===== src/rtl/clk_health_monitor.sv =====
// Clock health monitor: classifies 1 s frequency samples against a window,
// tracks lock/loss/stop state, and keeps sticky alarm and min/max/last statistics.
module clk_health_monitor #(
  parameter logic [31:0] F_MIN  = 32'd99_900_000,
  parameter logic [31:0] F_MAX  = 32'd100_100_000,
  parameter int unsigned N_GOOD = 3,
  parameter int unsigned N_BAD  = 2
) (
  input  logic        clk,
  input  logic        reset,
  input  logic [31:0] freq,
  input  logic        freq_valid,
  input  logic        clear_stats,
  output logic [1:0]  state,
  output logic        clk_ok,
  output logic        alarm_sticky,
  output logic [15:0] err_count,
  output logic [31:0] last_freq,
  output logic [31:0] freq_min,
  output logic [31:0] freq_max
);

  typedef enum logic [1:0] {
    ST_ACQUIRE = 2'd0,
    ST_LOCKED  = 2'd1,
    ST_LOST    = 2'd2,
    ST_STOPPED = 2'd3
  } state_t;

  localparam logic [8:0] LP_N_GOOD = 9'(N_GOOD);
  localparam logic [8:0] LP_N_BAD  = 9'(N_BAD);

  state_t      r_state;
  logic [7:0]  r_good_cnt;
  logic [7:0]  r_bad_cnt;
  logic        r_clk_ok;
  logic        r_alarm;
  logic [15:0] r_err_count;
  logic [31:0] r_last;
  logic [31:0] r_min;
  logic [31:0] r_max;

  state_t      w_state_nxt;
  state_t      w_eval_state;
  logic [7:0]  w_good_nxt;
  logic [7:0]  w_bad_nxt;
  logic        w_entry;
  logic        w_zero;
  logic        w_in_win;
  logic [8:0]  w_good_inc;
  logic [8:0]  w_bad_inc;

  logic        w_alarm_base;
  logic [15:0] w_err_base;
  logic [31:0] w_min_base;
  logic [31:0] w_max_base;
  logic        w_alarm_nxt;
  logic [15:0] w_err_nxt;
  logic [31:0] w_last_nxt;
  logic [31:0] w_min_nxt;
  logic [31:0] w_max_nxt;

  assign w_zero     = (freq == '0);
  assign w_in_win   = (freq >= F_MIN) && (freq <= F_MAX);
  assign w_good_inc = {1'b0, r_good_cnt} + 9'd1;
  assign w_bad_inc  = {1'b0, r_bad_cnt} + 9'd1;
  // A non-zero sample in STOPPED is judged as if already in ACQUIRE.
  assign w_eval_state = (r_state == ST_STOPPED) ? ST_ACQUIRE : r_state;

  always_ff @(posedge clk or posedge reset) begin
    if (reset) begin
      r_state    <= ST_ACQUIRE;
      r_good_cnt <= '0;
      r_bad_cnt  <= '0;
      r_clk_ok   <= 1'b0;
    end else begin
      r_state    <= w_state_nxt;
      r_good_cnt <= w_good_nxt;
      r_bad_cnt  <= w_bad_nxt;
      r_clk_ok   <= (w_state_nxt == ST_LOCKED);
    end
  end

  always_comb begin
    w_state_nxt = r_state;
    w_good_nxt  = r_good_cnt;
    w_bad_nxt   = r_bad_cnt;
    w_entry     = 1'b0;
    if (freq_valid) begin
      if (w_zero) begin
        w_state_nxt = ST_STOPPED;
        w_good_nxt  = '0;
        w_bad_nxt   = '0;
        w_entry     = (r_state != ST_STOPPED);
      end else begin
        case (w_eval_state)
          ST_LOCKED: begin
            if (w_in_win) begin
              w_bad_nxt = '0;
            end else if (w_bad_inc == LP_N_BAD) begin
              w_state_nxt = ST_LOST;
              w_good_nxt  = '0;
              w_bad_nxt   = '0;
              w_entry     = 1'b1;
            end else begin
              w_bad_nxt = w_bad_inc[7:0];
            end
          end
          default: begin
            w_state_nxt = w_eval_state;
            if (!w_in_win) begin
              w_good_nxt = '0;
            end else if (w_good_inc == LP_N_GOOD) begin
              w_state_nxt = ST_LOCKED;
              w_good_nxt  = '0;
              w_bad_nxt   = '0;
            end else begin
              w_good_nxt = w_good_inc[7:0];
            end
          end
        endcase
      end
    end
  end

  // Clear takes effect first; a same-cycle sample then updates the cleared values.
  always_comb begin
    w_alarm_base = clear_stats ? 1'b0 : r_alarm;
    w_err_base   = clear_stats ? '0   : r_err_count;
    w_min_base   = clear_stats ? '1   : r_min;
    w_max_base   = clear_stats ? '0   : r_max;
    w_alarm_nxt  = w_alarm_base;
    w_err_nxt    = w_err_base;
    w_last_nxt   = r_last;
    w_min_nxt    = w_min_base;
    w_max_nxt    = w_max_base;
    if (freq_valid) begin
      w_last_nxt = freq;
      if (freq < w_min_base) w_min_nxt = freq;
      if (freq > w_max_base) w_max_nxt = freq;
      if (w_entry) begin
        w_alarm_nxt = 1'b1;
        if (w_err_base != '1) w_err_nxt = w_err_base + 16'd1;
      end
    end
  end

  always_ff @(posedge clk or posedge reset) begin
    if (reset) begin
      r_alarm     <= 1'b0;
      r_err_count <= '0;
      r_last      <= '0;
      r_min       <= '1;
      r_max       <= '0;
    end else begin
      r_alarm     <= w_alarm_nxt;
      r_err_count <= w_err_nxt;
      r_last      <= w_last_nxt;
      r_min       <= w_min_nxt;
      r_max       <= w_max_nxt;
    end
  end

  assign state        = r_state;
  assign clk_ok       = r_clk_ok;
  assign alarm_sticky = r_alarm;
  assign err_count    = r_err_count;
  assign last_freq    = r_last;
  assign freq_min     = r_min;
  assign freq_max     = r_max;

endmodule


===== config.mk =====
export PLATFORM = sky130hd
export DESIGN_NAME = clk_health_monitor
export DESIGN_NICKNAME = d
export VERILOG_FILES = /design/src/rtl/clk_health_monitor.sv
export SDC_FILE = /design/constraint.sdc
export NUM_CORES = 1
export LEC_CHECK = 0
export BUFFER_PORTS_ARGS = -buffer_cell sky130_fd_sc_hd__buf_2
export CORE_MARGIN = 8
export CORE_UTILIZATION = 32
export DETAILED_ROUTE_END_ITERATION = 10
export PLACE_DENSITY = 0.58
export SLEW_MARGIN = 20
export SYNTH_ARGS = -nofsm -noshare
export SYNTH_HDL_FRONTEND = slang
export SYNTH_SLANG_ARGS = --single-unit

===== constraint.sdc =====
create_clock -name clk -period 10.88 [get_ports clk]
set_input_delay 2.176 -clock clk [delete_from_list [all_inputs] [get_ports clk]]
set_output_delay 2.176 -clock clk [all_outputs]
set_load 0.03 [all_outputs]

==> impl_metrics.yaml <==
floorplan:
  core_area_sq_um: 24000
  initial_utilization_pct: 32.3
  dieArea_sq_um: 29500
  ioPinCount: 152
  fp.dieW_um: 172
  die_h_um: 172
  rows: 57
synthesis:
  yosysTopAreaCellShare_pct: 32.3
  synthAdderAreaFrac_pct: 11.0
  synthSimpleGateAreaFrac_pct: 17.7
  synth_cell_type_count: 60
  synth-edff-count: 0
  synthFlopType: "dfrtp_1"
  synthCells: 751
  synth_seq_cells: 132
  syn_nets: 855
  netlist_top_cells_area: "dfrtp_1 32%, ha_1 11%, dfstp_2 11%, mux2i_1 8.1%, mux2_2 5.1%"
  syn_area_sq_um: 7750
  synth_largest_area_cell: "dfrtp_1"
  synth_top_family_by_area: "simple AND/OR/NAND/NOR gates"
  synth_xor_xnor_area_share_pct: 1.81
  synthArstFlopShare_pct: 100
  seq_area_frac_synth_pct: 43.1
  avgSynthCellArea_sq_um: 10.3
  synth_warnings: 0
  muxShareOfSynthArea_pct: 13.2
  synth_compound_area_share_pct: 9.86
cts:
  cts_tree: "built"
  clkLatencyLatePin_ns: 0.43
  cts_buffers: 17
  cts.repair.resized: 0
  post_cts_buffers: 0
  clockBufferDepth: 2
  h-tree-depth: 4
  cts_hold_buf: 0
  cts.sinks: 132
  clkTransAtPathRegs_ns: 0.06
  clock-root-buffer: "clkbuf_16"
sta:
  grt_setup_unrepaired: "no"
  finalMaxSlewViolations: 0
  max_freq_mhz: 171
  period_share_pct: 53.6
  max_slew_margin_pct: 28.4
  fin_setup_tns_ns: 0
  fin_skew_ns: 0.0150
  min_period_ns: 5.83
  hold_viol_final: 0
  setup_viol: 0
  tightest_slew_ns: 1.05
  fin_ws_ns: 5.05
cells_and_area:
  multi_input_area_sq_um: 4180
  fillCellCount: 2381
  mostFrequentLayoutCells: "151 x buf_2, 100 x dfrtp_1, 68 x ha_1"
  diodes: 0
  final_area_sq_um: 9580
  seqCellArea_sq_um: 3340
  area_growth_pct: 23.6
  drive_above_1_share_pct: 30.2
  nets: 1007
  mostFrequentLayoutCell: "buf_2"
global_routing:
  antenna_found_initial: 1
  grt_pass1_vias: 6342
  grt_util_all_layers_pct: 15.5
  overflow: 0
  grt_max_degree: 83
  grt_pass1_wl_mm: 35.7
power_and_ir_drop:
  p_leak_nw: 4.58
  ir_drop_v: 0.0000966
  power_mw: 1.54
  p_per_area_nw_per_um2: 161
routing:
  ant_nets: 0
  viasPerCell: 5.01
  met2_length_mm: 10.1
  routed.top_layer: "met5"
  routed-wl-met3_mm: 1.16
  firstDrtPassIters: 5
  drc_errors: 0
  wire_per_inst_um: 17.9
  num_vias: 6211
  routed_wl_mm: 22.3
  met1_length_mm: 10.6
  drt_iter0_drc: 379
status:
  status: "completed"
critical_path:
  path_buf_inv: 3
  arrival_ns: 6.14
  cpPeakStageDelay_ns: 0.82
  cpLargestDelayFamily: "simple AND/OR/NAND/NOR gates"
  cp.required_ns: 11.19
  critPathKind: "in2reg"
  cp_max_fo: 82
  critPathSlowestCell: "a221oi_4"
  worstPathCellList: "buf_2 -> buf_4 -> nand2b_1 -> ha_1 -> nand3_1 -> nor3_1 -> nand3_1 -> nor3_1 -> o41ai_1 -> a221oi_4 -> buf_4 -> mux2_2"
  crit_path_start_kind: "primary input"
  crit_path_end_kind: "flip-flop"
place:
  post_dp_cell_area_sq_um: 8890
  dp_hpwl_mm: 16.4
  place.gp.congestion: 0.827
  pre_cts_ws_ns: 4.58
  portBuffers: 151
run:
  drv_cap: 0
hold_path:
  hold_path_class: "reg2reg"
## synthesized netlist by cell type (23+ instances only)
library cell / number
nor2_1: 63
a21oi_1: 25
o21ai_0: 30
inv_1: 42
dfrtp_1: 100
nand3_1: 23
ha_1: 68
dfstp_2: 32
nand2b_1: 35
mux2_2: 35
mux2i_1: 63
nand2_1: 38
## final cells by class
class,instances,area share [%]
Multi-Input combinational cell,553,43.6
Sequential cell,132,34.9
Clock buffer,20,4.87
Timing Repair Buffer,157,8.36
Tap cell,324,4.23
Clock inverter,12,2.35
Inverter,42,1.70
## state kept, by name (all words and copies together), names as in the netlist
register      cells
alarm_sticky      1
clk_ok            1
err_count        16
freq_max         32
freq_min         32
last_freq        32
r_bad_cnt         8
r_good_cnt        8
state             2
## per-layer routing
| layer | GRT usage [%] | vias to the layer above |
|---|---|---|
| met5 | 0 | - |
| met4 | 4.76 | 2 |
| met3 | 4.02 | 26 |
| met2 | 23.9 | 139 |
| met1 | 21.1 | 3024 |
| li1 | - | 3020 |
## path summary, 6_finish.rpt
check / startpoint / endpoint / slack, ns / cells past startpoint
max in group asynchronous: reset / r_bad_cnt[2]$_DFFE_PP0P_ / 7.70 / 3
worst min register to register: last_freq[28]$_DFFE_PP0P_ / last_freq[28]$_DFFE_PP0P_ / 0.50 / 1
min in group asynchronous: reset / err_count[1]$_DFF_PP0_ / 1.84 / 2
worst max-delay path: clear_stats / freq_max[0]$_DFF_PP0_ / 5.05 / 12
worst min-delay path: last_freq[28]$_DFFE_PP0P_ / last_freq[28]$_DFFE_PP0P_ / 0.50 / 1
worst max register to register: freq_max[31]$_DFF_PP0_ / freq_max[0]$_DFF_PP0_ / 7.10 / 10
## power by group
group	internal [mW]	switching, mW
combinational	0.0972	0.203
sequential	0.540	0.0235
clock	0.449	0.227
## metrics by stage
| step | hold slack [ns] | instances | utilization [%] |
|---|---|---|---|
| global placement | 0.486 | 1208 | 37.0 |
| CTS | 0.504 | 1240 | 39.9 |
| detailed placement | 0.489 | 1208 | 37.0 |
| floorplan | 0.470 | 751 | - |
| global route | 0.509 | 1240 | 39.9 |
| finish | 0.500 | 1240 | 39.9 |
## cells by family (layout without fill, tap and decap cells)
logic type,count (synthesis),after routing
AOI/OAI and AO/OA,112,112
xor gates and xnor gates,16,16
adders and majority gates,68,68
buffers and inverters,66,231
DFF,132,132
muxes,98,98
and+or+nand+nor,259,259
## worst reg2reg max path, delay by kind of cell, from the launching register on
kind,cells,cell delay (ns)
mux,1,0.39
fa+ha+maj,1,0.30
flops,1,0.42
simple gates,5,1.03
buf+inv,1,0.49
compound gates,2,1.03
(Power assumes the default switching activity.)
